<file path="src/rtl/mux3_rr_arbiter_if.sv">
// Bundle between the three data sources, the arbiter and the shared consumer.
// master drives requests and data; slave is the arbiter.
interface mux3_rr_arbiter_if #(
    parameter int unsigned WIDTH = 8
);
    logic [2:0]       req;
    logic [WIDTH-1:0] in0;
    logic [WIDTH-1:0] in1;
    logic [WIDTH-1:0] in2;
    logic [2:0]       grant;
    logic [1:0]       selector;
    logic [WIDTH-1:0] outData;
    logic             outValid;

    modport master (
        output req, in0, in1, in2,
        input  grant, selector, outData, outValid
    );

    modport slave (
        input  req, in0, in1, in2,
        output grant, selector, outData, outValid
    );
endinterface

</file>
<file path="src/rtl/mux3_rr_arbiter.sv">
// Round-robin arbiter for three requesters sharing one 4-to-1 data mux.
// Grant/selector are registered; outData/outValid follow one cycle later.
module mux3_rr_arbiter #(
    parameter int unsigned WIDTH    = 8,
    parameter int unsigned MAX_HOLD = 4
) (
    input logic               clk,
    input logic               rst_n,
    mux3_rr_arbiter_if.slave  bus
);
    localparam logic [1:0] SelIdle  = 2'b11;
    localparam logic [3:0] HoldLast = 4'(MAX_HOLD - 1);

    typedef enum logic [0:0] {StIdle, StOwn} state_e;

    state_e           state_q, state_d;
    logic [2:0]       grant_q, grant_d;
    logic [1:0]       sel_q, sel_d;
    logic [1:0]       last_q, last_d;
    logic [3:0]       hold_q, hold_d;
    logic [WIDTH-1:0] data_q, data_d;
    logic             valid_q, valid_d;

    logic [1:0] cand0, cand1, cand2, pick;
    logic       found;

    function automatic logic [1:0] next_idx(input logic [1:0] i);
        case (i)
            2'd0:    return 2'd1;
            2'd1:    return 2'd2;
            default: return 2'd0;
        endcase
    endfunction

    // Search order: lastOwner+1, lastOwner+2, lastOwner.
    always_comb begin
        cand0 = next_idx(last_q);
        cand1 = next_idx(cand0);
        cand2 = last_q;
        found = |bus.req;
        if (bus.req[cand0])      pick = cand0;
        else if (bus.req[cand1]) pick = cand1;
        else                     pick = cand2;
    end

    always_comb begin
        state_d = state_q;
        grant_d = grant_q;
        sel_d   = sel_q;
        last_d  = last_q;
        hold_d  = hold_q;

        unique case (state_q)
            StIdle: begin
                if (found) begin
                    state_d = StOwn;
                    grant_d = 3'b001 << pick;
                    sel_d   = pick;
                    last_d  = pick;
                    hold_d  = '0;
                end
            end
            StOwn: begin
                if (bus.req[last_q] && (hold_q < HoldLast)) begin
                    hold_d = hold_q + 4'd1;
                end else if (found) begin
                    // Release or expiry with a requester pending: hand over with no idle gap.
                    grant_d = 3'b001 << pick;
                    sel_d   = pick;
                    last_d  = pick;
                    hold_d  = '0;
                end else begin
                    state_d = StIdle;
                    grant_d = 3'b000;
                    sel_d   = SelIdle;
                    hold_d  = '0;
                end
            end
            default: state_d = StIdle;
        endcase
    end

    // Datapath uses the registered selector, so data lags grant by one cycle.
    always_comb begin
        case (sel_q)
            2'd0:    data_d = bus.in0;
            2'd1:    data_d = bus.in1;
            2'd2:    data_d = bus.in2;
            default: data_d = '0;
        endcase
        valid_d = (sel_q != SelIdle);
    end

    always_ff @(posedge clk or negedge rst_n) begin
        if (!rst_n) begin
            state_q <= StIdle;
            grant_q <= 3'b000;
            sel_q   <= SelIdle;
            last_q  <= 2'd2;
            hold_q  <= '0;
            data_q  <= '0;
            valid_q <= 1'b0;
        end else begin
            state_q <= state_d;
            grant_q <= grant_d;
            sel_q   <= sel_d;
            last_q  <= last_d;
            hold_q  <= hold_d;
            data_q  <= data_d;
            valid_q <= valid_d;
        end
    end

    assign bus.grant    = grant_q;
    assign bus.selector = sel_q;
    assign bus.outData  = data_q;
    assign bus.outValid = valid_q;
endmodule

</file>
<file path="src/flat_wrapper.sv">
// flat-port wrapper written by rule: the top's interface ports become plain ports
module mux3_rr_arbiter_flat 
#(
    parameter int unsigned WIDTH    = 8,
    parameter int unsigned MAX_HOLD = 4
)
  (clk, rst_n, bus_req, bus_in0, bus_in1, bus_in2, bus_grant, bus_selector, bus_outData, bus_outValid);
  mux3_rr_arbiter_if #(.WIDTH(WIDTH)) bus_i ();
  input logic clk;
  input logic rst_n;
  input wire logic [$bits(bus_i.req)-1:0] bus_req;
  input wire logic [$bits(bus_i.in0)-1:0] bus_in0;
  input wire logic [$bits(bus_i.in1)-1:0] bus_in1;
  input wire logic [$bits(bus_i.in2)-1:0] bus_in2;
  output wire logic [$bits(bus_i.grant)-1:0] bus_grant;
  output wire logic [$bits(bus_i.selector)-1:0] bus_selector;
  output wire logic [$bits(bus_i.outData)-1:0] bus_outData;
  output wire logic [$bits(bus_i.outValid)-1:0] bus_outValid;
  assign bus_i.req = bus_req;
  assign bus_i.in0 = bus_in0;
  assign bus_i.in1 = bus_in1;
  assign bus_i.in2 = bus_in2;
  assign bus_grant = bus_i.grant;
  assign bus_selector = bus_i.selector;
  assign bus_outData = bus_i.outData;
  assign bus_outValid = bus_i.outValid;
  mux3_rr_arbiter #(.WIDTH(WIDTH), .MAX_HOLD(MAX_HOLD)) u_core (.clk(clk), .rst_n(rst_n), .bus(bus_i));
endmodule
</file>
<file path="config.mk">
export PLATFORM = sky130hd
export DESIGN_NAME = mux3_rr_arbiter_flat
export DESIGN_NICKNAME = d
export VERILOG_FILES = /design/src/rtl/mux3_rr_arbiter_if.sv /design/src/rtl/mux3_rr_arbiter.sv /design/src/flat_wrapper.sv
export SDC_FILE = /design/constraint.sdc
export NUM_CORES = 1
export LEC_CHECK = 0
export ABC_AREA = 1
export CELL_PAD_IN_SITES_DETAIL_PLACEMENT = 1
export CELL_PAD_IN_SITES_GLOBAL_PLACEMENT = 1
export CORE_MARGIN = 5
export CORE_UTILIZATION = 26
export CTS_CLUSTER_SIZE = 20
export DETAILED_ROUTE_END_ITERATION = 7
export GPL_ROUTABILITY_DRIVEN = 0
export PLACE_DENSITY_LB_ADDON = 0.1
export SYNTH_ARGS = -nofsm -noshare
export SYNTH_HDL_FRONTEND = slang
export SYNTH_SLANG_ARGS = --single-unit
export TNS_END_PERCENT = 50
</file>
<file path="constraint.sdc">
create_clock -name clk -period 1.2 [get_ports clk]
set_input_delay 0.3 -clock clk [delete_from_list [all_inputs] [get_ports clk]]
set_output_delay 0.3 -clock clk [all_outputs]
set_load 0.01 [all_outputs]
</file>
==> impl_metrics.csv, run 1 <==
group,metric,value,unit
final_layout,num_antenna_cells,0,
placed_design,portBuffers,42,
critical_path,crit_chain,"inv_4 > nand2_2 > nand2_2 > nor2_4 > nor2_4 > nor2_4 > inv_2 > nor2_2 > nand2_1 > nand2_1",
critical_path,crit_top_cell,"nor2_4",
global_routing,antenna_found_initial,0,
clock_tree,clk_pin_slew_worst_paths,70,ps
final_layout,final_common_cell,"nand2_1",
timing,period_needed,1410,ps
drt,wl_per_cell,13.2,um
yosys,synth.area.top_cells,"dfrtp_1 (44%), nand2_1 (19%), dfstp_2 (7.6%)",
critical_path,crit_slowest_cell,"dfstp_2",
drt,viasPerCell,4.54,
global_routing,grt_pass1_wl,5350,um
global_routing,grt_pass1_vias,1220,
critical_path,crit_fanout,6,
final_layout,stdcell_area,1770,um^2
final_layout,final-seq-area,529,um^2
global_routing,grt_usage,13.1,%
drt,drtAntennaViolNets,0,
drt,drc,0,
yosys,syn-cell-area,1030,um^2
drt,routed_wl,3240,um
critical_path,rr_worst_depth,10,
clock_tree,h-tree-depth,1,
critical_path,critPathRequiredTime,1400,ps
timing,period_share,117,%
floorplan,core,3910,um^2
status,violations,"negative setup slack",
yosys,avgSynthCellArea,7.94,um^2
critical_path,worst_path_dominant_cell_family,"simple AND/OR/NAND/NOR gates",
timing,hold_viol,0,
drt,firstDrtPassIters,4,
final_layout,fin_util,45.2,%
floorplan,rows,23,
final_layout,mostFrequentLayoutCells,"nand2_1 (46), clkdlybuf4s50_1 (25), dfrtp_1 (18), buf_4 (15), nand3_1 (12)",
timing,relSlewSlack,80.0,%
timing,finalSetupViolCount,10,
timing,tightest_slew,301,ps
final_layout,fillers,478,
power_and_ir_drop,peakVddDrop,0.000604,V
drt,num_vias,1112,
yosys,synth.distinct_cells,18,
clock_tree,clockBufferDepth,2,
power_and_ir_drop,powerDensity,2170,nW/um^2
critical_path,cp.arrival,1610,ps
final_layout,nets,226,
timing,drv_slew,0,
power_and_ir_drop,leakage,0.856,nW
clock_tree,cts_made_buffers,3,
drt,drtIter0Drc,5,
timing,fmax,0.711,GHz
clock_tree,clock_latency,250,ps
min_path,hold_class,"input port to async pin",
clock_tree,cts.sinks,21,
yosys,synth_cells,130,
final_layout,syn2layout_area_growth,71.3,%
critical_path,cp_slowest_stage_delay,580,ps
clock_tree,tritoncts,"done",
yosys,synthesis.nets,160,
timing,tns,-1250,ps
placed_design,place_area,1640,um^2
yosys,yosysTopAreaCellShare,43.6,%
critical_path,crit_type,"flip-flop to flip-flop",
critical_path,path_buf_inv,2,
placed_design,hpwl,2630,um
yosys,ys_seq_area_share,51.3,%
yosys,yosysTopAreaCell,"dfrtp_1",
yosys,synth-seq-cells,21,
floorplan,floorplan.initialDensity,26.4,%
floorplan,die_h,73.0,um
critical_path,cp.depth,10,
global_routing,grt_overflow,0,
floorplan,die_area,5330,um^2
status,status,"complete, but fails checks",
final_layout,drive_gt1_share,35.4,%
final_layout,multiInputGateArea,509,um^2
critical_path,crit_path_start_kind,"flip-flop",
timing,worst_slack,-207,ps
job,maxCapViolCount,0,
critical_path,end_kind,"flip-flop",
timing,fin_skew,1.58,ps
floorplan,ios,43,
yosys,yosysWarnings,0,
global_routing,grt_max_degree,22,
clock_tree,root_buffer,"clkbuf_8",
timing,rsz0062_at_grt,"yes",
floorplan,die_x,73.0,um
[synthesized netlist by cell type, drive strengths merged]
library cell   n
nor2          12
o21ai          5
nand2         56
ha             1
dfrtp         18
a22o           1
inv           17
a21oi          1
nor3           1
dfstp          3
nand3         15
[per-layer routing]
layer / track usage [%] / vias to the layer above / part of all wire (%)
met1: 13.9 / 544 / 36
met4: 4.71 / 0 / 1.8
met2: 23.6 / 33 / 56
met3: 4.41 / 6 / 6.6
met5: 0 / - / 0
li1: - / 529 / -
[power breakdown]
group	total (mW)	internal (mW)	switching [mW]
combinational	2.21	1.01	1.20
clock	0.455	0.236	0.219
sequential	1.17	1.02	0.153
total	3.84	2.27	1.57
[cells by family (layout without fill, tap and decap cells)]
kind of cell    Yosys count  count (layout)  share of synthesized area, %
flops                    21              21                          51.3
fa+ha+maj                 1               1                          1.21
simple gates             84              84                          37.2
compound gates            7               7                          4.12
buf+inv                  17              82                          6.18
[metrics by stage]
| step | power (mW) | setup slack [ps] | cells | hold WS [ps] |
|---|---|---|---|---|
| 2_1_floorplan | 2.14 | -66.9 | 130 | 4.41 |
| 3_3_place_gp | 3.10 | -488 | 236 | 482 |
| 3_5_place_dp | 3.17 | -564 | 236 | 496 |
| 4_1_cts | 3.62 | -215 | 241 | 391 |
| 5_1_grt | 4.19 | -329 | 245 | 411 |
| 6_report | 3.84 | -207 | 245 | 388 |
[registers in the layout, indices dropped and copies added, names as in the netlist]
| signal | flops |
|---|---|
| u_core.bus.outValid | 1 |
| u_core.cand2 | 2 |
| u_core.bus.selector | 2 |
| u_core.state_q | 1 |
| u_core.bus.grant | 3 |
| u_core.bus.outData | 8 |
| u_core.hold_q | 4 |
[path summary, 6_finish.rpt]
check,start,endpoint,slack [ps]
min,rst_n,u_core.bus.outData[7],390
max in group asynchronous,rst_n,u_core.bus.selector[0],590
max reg2reg,u_core.cand2[1],u_core.bus.grant[0],-210
min reg2reg,u_core.bus.grant[1],u_core.bus.grant[1],500
min in group clk,u_core.bus.grant[1],u_core.bus.grant[1],500
max,u_core.cand2[1],u_core.bus.grant[0],-210
[area by class of cell]
cell class                      instances  share of cell area, %
Multi-Input combinational cell         92                   28.8
Tap cell                               50                   3.54
Timing Repair Buffer                   61                   31.4
Sequential cell                        21                   29.9
Clock buffer                            4                   2.55
Inverter                               17                   3.75
[repair_timing]
action                                  4_1_cts  5_1_grt
endpoints found under the setup margin       33       27
hold buffers                                  0        0
resized for setup                            42       32
pin swaps                                     0        7
setup buffers                                 1        4
(Power assumes the default switching activity.)
==> run 2: changes to the inputs <==
- SKIP_LAST_GASP: not set -> 1
==> run 2 against run 1 <==
Effect of this change: the flow still finishes with violations (negative setup slack); register-to-register slack hardly changed; sequential power about the same; fmax about the same; total power grew 4.8%; hold slack hardly changed.
==> impl_metrics.csv, run 2 (synthesis results as in run 1) <==
group,metric,value,unit
final_layout,num_antenna_cells,0,
placed_design,place_area,1640,um^2
clock_tree,clock_latency,250,ps
power_and_ir_drop,leakage,0.895,nW
drt,firstDrtPassIters,3,
power_and_ir_drop,powerDensity,2180,nW/um^2
critical_path,crit_type,"flip-flop to flip-flop",
clock_tree,clk_pin_slew_worst_paths,70,ps
global_routing,grt_overflow,0,
global_routing,grt_max_degree,22,
timing,fin_skew,0.878,ps
floorplan,ios,43,
clock_tree,root_buffer,"clkbuf_8",
timing,period_needed,1410,ps
placed_design,portBuffers,42,
final_layout,syn2layout_area_growth,78.7,%
clock_tree,cts.sinks,21,
drt,drtAntennaViolNets,0,
floorplan,die_x,73.0,um
final_layout,fillers,470,
job,maxCapViolCount,0,
critical_path,rrSetupSlack,-210,ps
critical_path,cp.arrival,1610,ps
global_routing,grt_pass1_wl,5350,um
final_layout,mostFrequentLayoutCells,"nand2_1 (42), clkdlybuf4s50_1 (25), dfrtp_1 (18), buf_4 (16), nand2_2 (13)",
power_and_ir_drop,peakVddDrop,0.000683,V
critical_path,end_kind,"flip-flop",
global_routing,grt_pass1_vias,1220,
clock_tree,cts_hold_buf,0,
power_and_ir_drop,finalPower,4.02,mW
critical_path,crit_fanout,6,
final_layout,final_common_cell,"nand2_1",
timing,drv_slew,0,
drt,drtIter0Drc,7,
timing,rsz0062_at_grt,"yes",
drt,wl_per_cell,13.5,um
timing,whs,388,ps
global_routing,grt_usage,13.1,%
final_layout,drive_gt1_share,36.0,%
clock_tree,h-tree-depth,1,
timing,tightest_slew,301,ps
critical_path,rr_worst_depth,10,
final_layout,multiInputGateArea,524,um^2
final_layout,final-seq-area,529,um^2
placed_design,hpwl,2630,um
drt,viasPerCell,4.53,
final_layout,nets,228,
timing,hold_viol,0,
clock_tree,cts_made_buffers,3,
critical_path,r2r-end,"u_core.bus.grant[0]",
floorplan,core,3910,um^2
clock_tree,clockBufferDepth,2,
placed_design,place_ws,-564,ps
placed_design,dp.cells,236,
final_layout,final_cells,247,
drt,routed_wl,3340,um
timing,worst_slack,-208,ps
drt,drc,0,
timing,fmax,0.710,GHz
critical_path,crit_path_start_kind,"flip-flop",
status,violations,"negative setup slack",
floorplan,die_area,5330,um^2
drt,num_vias,1120,
floorplan,rows,23,
timing,tns,-1400,ps
status,status,"complete, but fails checks",
final_layout,fin_util,47.1,%
critical_path,worstSetupEndpoint,"u_core.bus.grant[0]",
floorplan,floorplan.initialDensity,26.4,%
timing,period_share,117,%
global_routing,antenna_found_initial,0,
floorplan,die_h,73.0,um
timing,relSlewSlack,80.0,%
min_path,hold_class,"input port to async pin",
timing,finalSetupViolCount,16,
critical_path,critPathRequiredTime,1400,ps
critical_path,r2r_start,"u_core.cand2[1]",
clock_tree,tritoncts,"done",
final_layout,largest_reg_flops,8,
critical_path,crit_start,"u_core.cand2[1]",
final_layout,stdcell_area,1840,um^2
run 2: cell count changes in the layout (fill, tap and decap cells not counted), sizes merged:
cell and change:
clkbuf -4, clkdlybuf4s15 +4, dlymetal6s2s +2
run 2: critical path, cell delays in order, from the launching register on:
cell	delay [ps]
dfstp_2	580
inv_4	70
nand2_2	60
nand2_2	60
nor2_4	100
nor2_4	60
nor2_4	160
inv_2	50
nor2_2	90
nand2_1	70
nand2_1	50
run 2: repair_timing:
action | CTS | global route
setup buffers | 1 | 6
pin swaps | 0 | 9
setup endpoints to repair | 33 | 27
resized for setup | 35 | 38
run 2: how the worst min path moves through the flow:
stage | startpoint | endpoint | slack [ps] | cells after the start
after floorplan | rst_n | u_core.bus.grant[0] | 4 | 0
after global placement | u_core.hold_q[2] | u_core.hold_q[2] | 480 | 2
after detailed placement | u_core.bus.grant[2] | u_core.bus.grant[2] | 500 | 2
after CTS | rst_n | u_core.bus.outData[7] | 390 | 2
after global routing | rst_n | u_core.bus.outData[7] | 410 | 2
final | rst_n | u_core.bus.outData[7] | 390 | 2
run 2: power by group:
part / internal (mW) / leakage, nW / switching, mW / total [mW]
Clock: 0.236 / 0.0228 / 0.225 / 0.461
Combinational: 1.13 / 0.618 / 1.26 / 2.39
Sequential: 1.02 / 0.254 / 0.155 / 1.17
run 2: routing by layer:
layer,vias to the layer above,global-route usage (%),wire (um)
met5,-,0,0
met4,0,4.71,55
met3,6,4.41,205
met2,31,23.6,1870
met1,549,13.9,1210
li1,534,-,-
run 2: layout make-up:
type,instances,area share (%)
sequential,21,28.7
multi-input combinational,92,28.4
clock buffer,4,2.44
inverter,17,3.87
timing repair buffer,63,33.2
tap,50,3.39
==> run 3: changes to the inputs <==
- ABC_AREA: 1 -> 0
- CORE_UTILIZATION: 26 -> 28
- PLACE_DENSITY: not set -> 0.73
- PLACE_DENSITY_LB_ADDON: 0.1 -> not set
==> run 3 against run 2 <==
Effect of this change: the flow still finishes with violations (negative setup slack); register-to-register slack got worse by 220 ps; wire length rose by 7.7%; combinational power rose by 6%; count of clock-buffer cells in the layout did not move; die area fell by 6.2%; final area rose by 2.0%; critical path depth fell by 6; cell count fell by 15%; largest cell class unchanged; largest power group unchanged.
==> impl_metrics.csv, run 3 <==
group,metric,value,unit
min_path,hold_class,"input port to async pin",
yosys,synth.area.top_cells,"dfrtp_1 (44%), mux2i_1 (7.8%), dfstp_2 (7.6%)",
final_layout,drive_gt1_share,35.4,%
critical_path,worstSetupEndpoint,"u_core.cand2[0]",
yosys,yosysMostFrequentCell,"dfrtp_1",
clock_tree,h-tree-depth,1,
yosys,syn-cell-area,1030,um^2
power_and_ir_drop,switching_share,34.5,%
final_layout,final-seq-area,531,um^2
timing,rsz0062_at_grt,"yes",
timing,period_share,136,%
critical_path,rr_worst_depth,4,
final_layout,final_common_cell,"clkdlybuf4s50_1",
drt,viasPerCell,4.65,
clock_tree,clockBufferDepth,2,
floorplan,floorplan.initialDensity,28.6,%
floorplan,ios,43,
final_layout,fin_util,52.2,%
placed_design,place_ws,-738,ps
timing,finalSetupViolCount,23,
power_and_ir_drop,p_int,2.77,mW
yosys,synth_edf_count,0,
yosys,synth_commonest_cells,"dfrtp_1 (18), nand2_1 (11), o21ai_0 (11)",
power_and_ir_drop,combPwrFrac,60.2,%
clock_tree,cts_hold_buf,0,
timing,fmax,0.613,GHz
drt,num_vias,972,
floorplan,die_area,5000,um^2
yosys,synth_cells,91,
global_routing,grt_overflow,0,
job,maxCapViolCount,0,
final_layout,final_cells,209,
critical_path,r2r_start,"u_core.cand2[0]",
yosys,synthArstFlopShare,100,%
final_layout,fillers,395,
power_and_ir_drop,seqPwrFrac,28.7,%
yosys,synthAdderAreaFrac,1.21,%
critical_path,end_kind,"flip-flop",
power_and_ir_drop,switchingPower,1.46,mW
critical_path,crit_path_start_kind,"flip-flop",
final_layout,multiInputGateArea,541,um^2
yosys,synthMuxAreaShare,12.8,%
status,violations,"negative setup slack",
final_layout,mostFrequentLayoutCells,"clkdlybuf4s50_1 (33), buf_4 (19), dfrtp_1 (17), nand2_1 (11), buf_6 (7)",
critical_path,crit_fanout,3,
final_layout,syn2layout_area_growth,82.3,%
yosys,synth-seq-cells,21,
placed_design,portBuffers,42,
global_routing,grt_max_degree,22,
global_routing,grt_usage,13.7,%
power_and_ir_drop,leakage,0.859,nW
timing,drv_slew,0,
power_and_ir_drop,pwr-share-clk,11.2,%
critical_path,crit_start,"u_core.cand2[0]",
final_layout,num_antenna_cells,0,
global_routing,grt_pass1_wl,5380,um
drt,firstDrtPassIters,4,
timing,relSlewSlack,81.0,%
yosys,synthSimpleGateAreaFrac,16.0,%
floorplan,die_h,70.7,um
floorplan,die_x,70.7,um
floorplan,core,3610,um^2
placed_design,hpwl,2410,um
timing,worst_slack,-432,ps
yosys,synth_top_family_by_area,"simple AND/OR/NAND/NOR gates",
timing,tightest_slew,284,ps
clock_tree,cts.sinks,21,
drt,wl_per_cell,17.2,um
yosys,ys_seq_area_share,51.3,%
yosys,yosysTopAreaCellShare,43.6,%
drt,drtAntennaViolNets,0,
timing,hold_viol,0,
critical_path,cp.arrival,1780,ps
yosys,synth_compound_area_share,15.3,%
drt,routed_wl,3600,um
yosys,yosysTopAreaCell,"dfrtp_1",
clock_tree,cts_made_buffers,3,
yosys,avgSynthCellArea,11.3,um^2
status,status,"complete, but fails checks",
yosys,yosysWarnings,0,
critical_path,crit_type,"flip-flop to flip-flop",
yosys,synth_ff_type,"dfrtp_1",
global_routing,antenna_found_initial,0,
critical_path,r2r-end,"u_core.cand2[0]",
power_and_ir_drop,powerDensity,2250,nW/um^2
yosys,synthesis.nets,121,
global_routing,grt_pass1_vias,1125,
drt,drc,0,
final_layout,nets,192,
critical_path,rrSetupSlack,-430,ps
yosys,synth.distinct_cells,35,
final_layout,largest_reg_flops,8,
drt,drtIter0Drc,52,
clock_tree,tritoncts,"done",
clock_tree,clock_latency,260,ps
clock_tree,clk_pin_slew_worst_paths,80,ps
timing,period_needed,1630,ps
power_and_ir_drop,peakVddDrop,0.000952,V
placed_design,dp.cells,196,
critical_path,critPathRequiredTime,1350,ps
clock_tree,root_buffer,"clkbuf_8",
yosys,synth_xor_area_share,0,%
floorplan,rows,22,
timing,whs,387,ps
timing,fin_skew,2.63,ps
==> run 3: cell families (layout without fill, tap and decap cells) <==
logic type	Yosys count	after routing
AND/OR/NAND/NOR	27	27
buffers and inverters	7	77
adder cells (fa/ha/maj)	1	1
AO/OA/AOI/OAI	23	23
multiplexers	12	12
flip-flops	21	21
==> run 3: stage by stage <==
step           cell area (um^2)  TNS (ps)  power (mW)
3_3_place_gp               1650     -8680        3.14
5_1_grt                    1880     -6440        4.48
6_report                   1880     -5330        4.23
3_5_place_dp               1650     -9320        3.23
2_1_floorplan              1040     -2820        2.19
4_1_cts                    1780     -6980        3.83
==> run 3: routing by layer <==
layer	routed length, um	global-route usage (%)	up-vias
met4	65	5.01	0
met1	1400	14.4	478
li1	-	-	461
met5	0	0	-
met2	1990	24.7	26
met3	140	4.97	7
==> run 3: power by group through the flow <==
stage                     clock, mW  sequential [mW]  combinational [mW]
after floorplan                   0             1.28               0.911
after global placement            0             1.21                1.93
after detailed placement          0             1.22                2.00
after CTS                     0.473             1.19                2.16
after global routing          0.519             1.23                2.72
final                         0.472             1.21                2.54
==> run 3: what timing repair did <==
action | CTS | global route
setup buffers | 6 | 2
pin swaps | 6 | 3
resized for setup | 30 | 21
hold endpoints to repair | 0 | 0
endpoints found under the setup margin | 33 | 33
cloned | 0 | 1
==> run 3: area by class of cell <==
type	count	area share, %
well taps	48	3.19
flip-flops and latches	21	28.2
clock buffers	4	2.39
multi-input cells	63	28.7
repair buffers	70	36.9
inverters	3	0.598
==> run 3: how the worst min path moves through the flow <==
stage / slack, ps / endpoint / cells past startpoint / from
floorplan: 4 / u_core.bus.grant[0] / 0 / rst_n
global placement: 530 / u_core.bus.grant[2] / 2 / u_core.bus.grant[2]
detailed placement: 530 / u_core.bus.grant[2] / 2 / u_core.bus.grant[2]
CTS: 410 / u_core.state_q / 2 / rst_n
global route: 410 / u_core.hold_q[1] / 2 / rst_n
finish: 390 / u_core.state_q / 2 / rst_n
==> run 3: critical path, stage by stage (launching register included) <==
cell	delay, ps
dfrtp_2	430
mux2_4	310
mux2_4	310
a21boi_4	160
mux2_4	320
